<file path="src/rtl/not_gate_pkg.sv">
// Shared constants, the occupancy-state type for the skid buffer, and the
// bitwise-invert helper used by both the combinational and streaming paths.
package not_gate_pkg;

   localparam int NOT_GATE_MAX_WIDTH = 64;

   // Occupancy of the 2-entry skid buffer: nothing, main only, main + skid.
   typedef enum logic [1:0] {
      ST_EMPTY = 2'd0,
      ST_ONE   = 2'd1,
      ST_FULL  = 2'd2
   } skid_st_e;

   // Callers zero-extend narrower vectors into the full width and cast the result back.
   function automatic logic [NOT_GATE_MAX_WIDTH-1:0] inv_vec(
      input logic [NOT_GATE_MAX_WIDTH-1:0] v);
      return ~v;
   endfunction

endpackage

</file>
<file path="src/rtl/not_gate_if.sv">
// Valid/ready streaming bus for not_gate. out_parity exists only when
// NOT_GATE_PARITY_EN is defined.
interface not_gate_if #(
   parameter int WIDTH = 1
);
   logic             in_valid;
   logic             in_ready;
   logic [WIDTH-1:0] in_data;
   logic             out_valid;
   logic             out_ready;
   logic [WIDTH-1:0] out_data;
`ifdef NOT_GATE_PARITY_EN
   logic             out_parity;
`endif

   // The not_gate block side.
   modport slave (
      input  in_valid, in_data, out_ready,
      output in_ready, out_valid, out_data
`ifdef NOT_GATE_PARITY_EN
      , output out_parity
`endif
   );

   // The producer/consumer side.
   modport master (
      output in_valid, in_data, out_ready,
      input  in_ready, out_valid, out_data
`ifdef NOT_GATE_PARITY_EN
      , input out_parity
`endif
   );
endinterface

</file>
<file path="src/rtl/not_gate_skid.sv">
// Generic DW-bit 2-entry valid/ready skid buffer. The main register drives
// the output; the skid register absorbs one beat while the output stalls.
// in_ready depends only on stored state and rst_n, never on out_ready.
module not_gate_skid
   import not_gate_pkg::*;
#(
   parameter int DW = 8
) (
   input  logic          clk,
   input  logic          rst_n,
   input  logic          i_in_valid,
   output logic          o_in_ready,
   input  logic [DW-1:0] i_in_data,
   output logic          o_out_valid,
   input  logic          i_out_ready,
   output logic [DW-1:0] o_out_data
);

   skid_st_e      r_state, w_state_nxt;
   logic [DW-1:0] r_m, r_s, w_m_nxt, w_s_nxt;
   logic          w_acc, w_dlv;

   assign o_in_ready  = rst_n & (r_state != ST_FULL);
   assign o_out_valid = (r_state != ST_EMPTY);
   assign o_out_data  = r_m;
   assign w_acc       = i_in_valid & o_in_ready;
   assign w_dlv       = o_out_valid & i_out_ready;

   // Next occupancy and entry contents from accept/deliver events.
   always_comb begin
      w_state_nxt = r_state;
      w_m_nxt     = r_m;
      w_s_nxt     = r_s;
      case (r_state)
         ST_EMPTY: begin
            if (w_acc) begin
               w_m_nxt     = i_in_data;
               w_state_nxt = ST_ONE;
            end
         end
         ST_ONE: begin
            if (w_acc && w_dlv) begin
               w_m_nxt = i_in_data;
            end else if (w_acc) begin
               w_s_nxt     = i_in_data;
               w_state_nxt = ST_FULL;
            end else if (w_dlv) begin
               w_state_nxt = ST_EMPTY;
            end
         end
         ST_FULL: begin
            // in_ready is low here, so only a delivery can happen.
            if (w_dlv) begin
               w_m_nxt     = r_s;
               w_state_nxt = ST_ONE;
            end
         end
         default: w_state_nxt = ST_EMPTY;
      endcase
   end

   // State and entry registers; reset discards any beats in flight.
   always_ff @(posedge clk) begin
      if (!rst_n) begin
         r_state <= ST_EMPTY;
         r_m     <= '0;
         r_s     <= '0;
      end else begin
         r_state <= w_state_nxt;
         r_m     <= w_m_nxt;
         r_s     <= w_s_nxt;
      end
   end

endmodule

</file>
<file path="src/rtl/not_gate.sv">
// Parameterised bitwise inverter: combinational y = ~a plus a registered
// valid/ready streaming path that stores ~in_data in a 2-entry skid buffer.
// Optional macro NOT_GATE_PARITY_EN adds out_parity = ^out_data, carried as
// an extra payload bit through the skid buffer.
// TPD is a simulation delay hint only; the synthesizable model has no delay.
module not_gate
   import not_gate_pkg::*;
#(
   parameter int WIDTH = 1,
   parameter int TPD   = 0
) (
   input  logic             clk,
   input  logic             rst_n,
   input  logic [WIDTH-1:0] a,
   output logic [WIDTH-1:0] y,
   not_gate_if.slave        bus
);

   if (WIDTH < 1 || WIDTH > NOT_GATE_MAX_WIDTH) begin : g_bad_width
      $error("not_gate: WIDTH out of range 1..64");
   end
   if (TPD < 0) begin : g_bad_tpd
      $error("not_gate: TPD must be non-negative");
   end

`ifdef NOT_GATE_PARITY_EN
   localparam int PW = WIDTH + 1;
`else
   localparam int PW = WIDTH;
`endif

   logic [WIDTH-1:0] w_inv;
   logic [PW-1:0]    w_pay_in, w_pay_out;

   // Gate path: pure inverter, independent of clk/rst_n.
   assign y     = WIDTH'(inv_vec(NOT_GATE_MAX_WIDTH'(a)));

   // Inversion happens before capture so the buffer only ever holds ~in_data.
   assign w_inv = WIDTH'(inv_vec(NOT_GATE_MAX_WIDTH'(bus.in_data)));

`ifdef NOT_GATE_PARITY_EN
   assign w_pay_in       = {^w_inv, w_inv};
   assign bus.out_parity = w_pay_out[WIDTH];
`else
   assign w_pay_in       = w_inv;
`endif
   assign bus.out_data   = w_pay_out[WIDTH-1:0];

   not_gate_skid #(.DW(PW)) u_skid (
      .clk         (clk),
      .rst_n       (rst_n),
      .i_in_valid  (bus.in_valid),
      .o_in_ready  (bus.in_ready),
      .i_in_data   (w_pay_in),
      .o_out_valid (bus.out_valid),
      .i_out_ready (bus.out_ready),
      .o_out_data  (w_pay_out)
   );

endmodule

</file>
<file path="src/flat_wrapper.sv">
// flat-port wrapper written by rule: the top's interface ports become plain ports
module not_gate_flat import not_gate_pkg::*;
#(
   parameter int WIDTH = 1,
   parameter int TPD   = 0
)
  (clk, rst_n, a, y, bus_in_valid, bus_in_data, bus_out_ready, bus_in_ready, bus_out_valid, bus_out_data);
  not_gate_if #(.WIDTH(WIDTH)) bus_i ();
  input  logic clk;
  input  logic rst_n;
  input  logic [WIDTH-1:0] a;
  output logic [WIDTH-1:0] y;
  input wire logic [$bits(bus_i.in_valid)-1:0] bus_in_valid;
  input wire logic [$bits(bus_i.in_data)-1:0] bus_in_data;
  input wire logic [$bits(bus_i.out_ready)-1:0] bus_out_ready;
  output wire logic [$bits(bus_i.in_ready)-1:0] bus_in_ready;
  output wire logic [$bits(bus_i.out_valid)-1:0] bus_out_valid;
  output wire logic [$bits(bus_i.out_data)-1:0] bus_out_data;
  assign bus_i.in_valid = bus_in_valid;
  assign bus_i.in_data = bus_in_data;
  assign bus_i.out_ready = bus_out_ready;
  assign bus_in_ready = bus_i.in_ready;
  assign bus_out_valid = bus_i.out_valid;
  assign bus_out_data = bus_i.out_data;
  not_gate #(.WIDTH(WIDTH), .TPD(TPD)) u_core (.clk(clk), .rst_n(rst_n), .a(a), .y(y), .bus(bus_i));
endmodule
</file>
<file path="config.mk">
export PLATFORM = sky130hd
export DESIGN_NAME = not_gate_flat
export DESIGN_NICKNAME = d
export VERILOG_FILES = /design/src/rtl/not_gate_pkg.sv /design/src/rtl/not_gate_if.sv /design/src/rtl/not_gate_skid.sv /design/src/rtl/not_gate.sv /design/src/flat_wrapper.sv
export SDC_FILE = /design/constraint.sdc
export NUM_CORES = 1
export LEC_CHECK = 0
export ABC_AREA = 1
export CAP_MARGIN = 5
export CORE_AREA = 2 2 39 41
export CTS_BUF_LIST = sky130_fd_sc_hd__clkbuf_8 sky130_fd_sc_hd__clkbuf_16
export DETAILED_ROUTE_END_ITERATION = 8
export DIE_AREA = 0 0 41 43
export DONT_BUFFER_PORTS = 1
export SKIP_CTS_REPAIR_TIMING = 1
export SLEW_MARGIN = 20
export SYNTH_ARGS = -nofsm -noshare
export SYNTH_HDL_FRONTEND = slang
export SYNTH_SLANG_ARGS = --single-unit
export TNS_END_PERCENT = 5
</file>
<file path="constraint.sdc">
create_clock -name clk -period 1.65 [get_ports clk]
set_input_delay 0.4125 -clock clk [delete_from_list [all_inputs] [get_ports clk]]
set_output_delay 0.4125 -clock clk [all_outputs]
set_load 0.02 [all_outputs]
</file>
## After elaboration in Yosys (flattened, before gate mapping)

Index checks and enable logic that the tools add are counted.

| storage, ports and cells | value |
|---|---|
| bits in registers | 4 |
| bits in latches | 0 |
| RAM bits | 0 |
| memory bits (read-only) | 0 |
| bits of input ports | 6 |
| memories kept | 0 |

| operators by class | value |
|---|---|
| add/subtract/negate cells | 0 |
| multipliers | 0 |
| divide/modulo/power cells | 0 |
| magnitude comparators | 0 |
| equality and inequality tests | 8 |
| shift operators | 0 |
| mux-type cells | 10 |
| bitwise gates (word level) | 6 |
| reductions and logical operators | 7 |

Operators by type and width:

| kind | count |
|---|---|
| two-way mux 2 bit | 5 |
| != test 2 bit (second input constant) | 5 |
| AND reduction 4 bit | 2 |
| one-hot mux 2 bit (3 select lines) | 1 |
| AND 1 bit | 3 |
| two-way mux 1 bit | 3 |
| != test 3 bit (second input constant) | 1 |
| NOT 1 bit | 3 |
| one-hot mux 1 bit (3 select lines) | 1 |
| AND reduction 3 bit | 1 |
| nonzero test 3 bit | 1 |
| == test 2 x 1 -> 1 bit (second input constant) | 1 |
| == test 2 bit (second input constant) | 1 |
| zero test 2 bit | 1 |
| nonzero test 2 bit | 1 |
| logical AND 1 bit | 1 |

## Logic depth before layout (Yosys ltp)

| logic depth | value |
|---|---|
| depth after elaboration | 6 |
| gate-level depth with buffers | 7 |

## Modules after synthesis

From an unflattened synthesis, not the netlist that was laid out.

| second synthesis, totals | value |
|---|---|
| cell total of the unflattened synthesis | 36 |
| area, all modules | 247.7 um^2 |

By module, submodules not included:

| module | instances | cells an instance | area each (um^2) |
|---|---|---|---|
| not_gate_skid | 1 | 34 | 240.2 |
| not_gate | 1 | 2 | 7.5 |

## Least setup slack after synthesis

Ideal clock, no wire load.

| timing | value |
|---|---|
| path type | flip-flop to flip-flop |
| start | register u_core.u_skid.r_state[0] |
| end | register u_core.u_skid.r_s |
| setup time | 114 ps |
| arrival time | 1068 ps |
| slack | 468 ps |
| stages on the path, launching flop included | 6 |
| path buffers | 0 |
| path through | dfxtp_1 > inv_2 > a21oi_2 > nand3_1 > a21oi_1 > nor2_1 |

| on the way | value |
|---|---|
| cells in the longest elaborated chain, start to end | 6 |

Ends and longest elaborated chain:

| what | line | text |
|---|---|---|
| from (decl) | not_gate_skid.sv:19 | `skid_st_e r_state, w_state_nxt;` |
| from (signal assigned) | not_gate_skid.sv:69 | `r_state <= w_state_nxt;` |
| != test 2 bit * | not_gate_skid.sv:23 | `assign o_in_ready = rst_n & (r_state != ST_FULL);` |
| AND 1 bit * | not_gate_skid.sv:23 |  |
| net bus_in_ready | flat_wrapper.sv:16 | `output wire logic [$bits(bus_i.in_ready)-1:0] bus_in_ready;` |
| AND 1 bit * | not_gate_skid.sv:26 | `assign w_acc = i_in_valid & o_in_ready;` |
| logical AND 1 bit | not_gate_skid.sv:42 | `if (w_acc && w_dlv) begin` |
| NOT 1 bit (no source line) | - |  |
| AND reduction 3 bit (no source line) * | - |  |
| to (signal assigned) | not_gate_skid.sv:71 | `r_s <= w_s_nxt;` |
| to (decl) | not_gate_skid.sv:20 | `logic [DW-1:0] r_m, r_s, w_m_nxt, w_s_nxt;` |

Mark *: on every way through the listed nets, which the timed path passes. The rest lies on a longest branch.
A chain may end at the register's enable or synchronous reset.

## Final worst setup path

| timing | value |
|---|---|
| start | register u_core.u_skid.r_state[0] |
| end | output bus_in_ready |

| on the way | value |
|---|---|
| cells in the longest elaborated chain, start to end | 2 |

Ends and longest elaborated chain:

| what | line |
|---|---|
| != test 2 bit | not_gate_skid.sv:23 |
| AND 1 bit | not_gate_skid.sv:23 |
| to (decl) | flat_wrapper.sv:16 |

Every way passes these cells.

==> results.cfg <==
[pwr]
power_leakage_uw = 0.000137
post-layout-total-power_uw = 358
power-per-cell-area_nw_per_um2 = 1170
max-vdd-ir-drop_mv = 0.337

[detailed_routing]
number_of_vias_after_detailed_routing = 247
drt_first_pass_iters = 4
routed_wl_um = 557
routedWlPerCell_um = 9.77
drt.antenna.violating_nets = 0
first_iter_violations = 11
avgViaCountPerCell = 4.33
remaining_drc_errors = 0

[timing]
unrepaired_setup_endpoints_after_global_routing = false
post-route-worst-setup-slack_ns = 0.249
hold_violations = 0
post_route_skew_ns = 0.00219
period_needed_ns = 1.40
slew_headroom = 0.794
measured_slew_at_the_worst_slew_check_pin_ns = 0.309
hold_slack_ns = 0.321
setup_violations = 0
timing_max_transition_violations_final = 0
totalNegativeSetupSlack_ns = 0
period_share = 0.849
fmax_mhz = 714

[clock_network]
cts_sinks = 4
clock-root-buffer = sky130_fd_sc_hd__clkbuf_8
numCtsBuffers = 3
cts_htree_levels = 1
clkSlewWorstSetupHoldPaths_ns = 0.03
tritoncts = done
clock_latency_ns = 0.21
clock_tree.buffer_depth = 2

[logic_synthesis]
netlist_top_cells_area = sky130_fd_sc_hd__dfxtp_1 (33%), sky130_fd_sc_hd__nor2_1 (12%), sky130_fd_sc_hd__inv_1 (11%)
synthesis.yosys.warnings = 0
yosysUniqueCellTypes = 12
post_synth_instance_area_um2 = 244
postSynthRegisterBits = 4
synth_top_area_frac = 0.328
seq_area_frac_synth = 0.328
postSynthNetCount = 44
synthesis.area_per_instance_um2 = 6.42
synth_largest_area_cell = sky130_fd_sc_hd__dfxtp_1
postSynthCellCount = 38

[critical_path]
maximum_single_stage_delay_on_the_critical_path_ns = 0.39
cp-end-kind = primary output
worst_ep_arrival_time_ns = 0.99
criticalPathCategory = reg -> out
crit_start = u_core.u_skid.r_state[0]
crit_fanout = 5
timing.rr.start = u_core.u_skid.r_state[0]
critical_path.cell_chain = inv_2 > a21oi_2
required_ns = 1.24
timing.critical_path.slowest_stage_cell = sky130_fd_sc_hd__dfxtp_1
critPathLaunchType = register

[global_route]
overflow = 0
grt_util_all_layers = 0.0823
grt_first_pass_wirelength_um = 855
antenna_found_initial = 0
number_of_global_route_vias_before_repair = 229
pin_count_of_the_biggest_net_entering_global_routing = 6

[placed_design]
placedCellCount = 54
input_output_buffers = 0
finalWeightedCongestion = 0.647
preCtsSetupSlack_ns = 0.362
detailedPlacementHpwl_um = 471

[floorplanning]
number_of_rows_created_at_floorplan = 14
start_util = 0.176
die_area_um2 = 1760
die-height_um = 43
core_box_area_um2 = 1380
die-width_um = 41
num_io_pins = 10

[cells_and_area]
mostFrequentLayoutCells = sky130_fd_sc_hd__nor2_1 (8), sky130_fd_sc_hd__inv_1 (7), sky130_fd_sc_hd__nand3_1 (5), sky130_fd_sc_hd__dfxtp_1 (4)
layout_commonest_cell = sky130_fd_sc_hd__nor2_1
area.growth.synth_to_final_pct = 25.1
antennaDiodeCount = 0
post_layout_nonfiller_instances = 57
fin_nets = 49
post_route_cells_drive_above_1_share = 0.171

[job]
drv_cap = 0

[min_path]
min_path_type = in -> reg
hold_path.startpoint = rst_n

[status]
result_of_the_run = finished clean
-- synthesized netlist by cell type --
cell / count
sky130_fd_sc_hd__nand2_4: 1
sky130_fd_sc_hd__nand3_1: 5
sky130_fd_sc_hd__o21bai_1: 1
sky130_fd_sc_hd__nand4_1: 1
sky130_fd_sc_hd__a21oi_1: 3
sky130_fd_sc_hd__o21ai_0: 2
sky130_fd_sc_hd__inv_1: 7
sky130_fd_sc_hd__a21oi_2: 2
sky130_fd_sc_hd__nor2_1: 8
sky130_fd_sc_hd__nand2_1: 3
sky130_fd_sc_hd__inv_2: 1
sky130_fd_sc_hd__dfxtp_1: 4
-- metal layers --
metal | vias up | part of all wire | GRT usage
li1 | 129 | - | -
met1 | 105 | 0.38 | 0.0804
met2 | 11 | 0.41 | 0.0813
met3 | 2 | 0.19 | 0.0838
met4 | 0 | 0.018 | 0.100
met5 | - | 0 | 0
-- path summary, 6_finish.rpt --
path	to	slack [ns]	cells after the start
max	bus_in_ready	0.25	2
min	u_core.u_skid.o_out_data	0.32	2
max reg2reg	u_core.u_skid.r_s	0.36	5
min reg2reg	u_core.u_skid.r_s	0.50	2
-- power by group --
part	switching [µW]	internal (µW)	total, µW
sequential	9.64	103	113
combinational	27.4	13.8	41.2
clock	48.2	155	204
total	85.2	273	358
-- flip-flops by register name (all words and copies together), names as in the netlist --
name,flops
u_core.u_skid.r_state,2
u_core.u_skid.o_out_data,1
u_core.u_skid.r_s,1
-- cell families after synthesis --
family / after synthesis / share of synthesized area
buffers and inverters: 8 / 0.123
DFF: 4 / 0.328
and+or+nand+nor: 18 / 0.344
AOI/OAI and AO/OA: 8 / 0.205
-- final cells by class --
type | instances | area, µm²
Clock buffer | 3 | 41.3
Fill cell | 158 | 1080
Inverter | 8 | 30.0
Multi-Input combinational cell | 26 | 134
Sequential cell | 4 | 80.1
Tap cell | 16 | 20.0
-- through the flow --
step,cell area [µm²],util
3_5_place_dp,264,0.191
4_1_cts,305,0.221
6_report,305,0.221
2_1_floorplan,244,-
5_1_grt,305,0.221
3_3_place_gp,264,0.191
-- critical path: cells and delay by family (launching register included) --
kind	cells	cell delay, ns
AOI/OAI and AO/OA	1	0.29
DFF	1	0.39
buffers and inverters	1	0.09
Power figures use the tool's default switching activity.
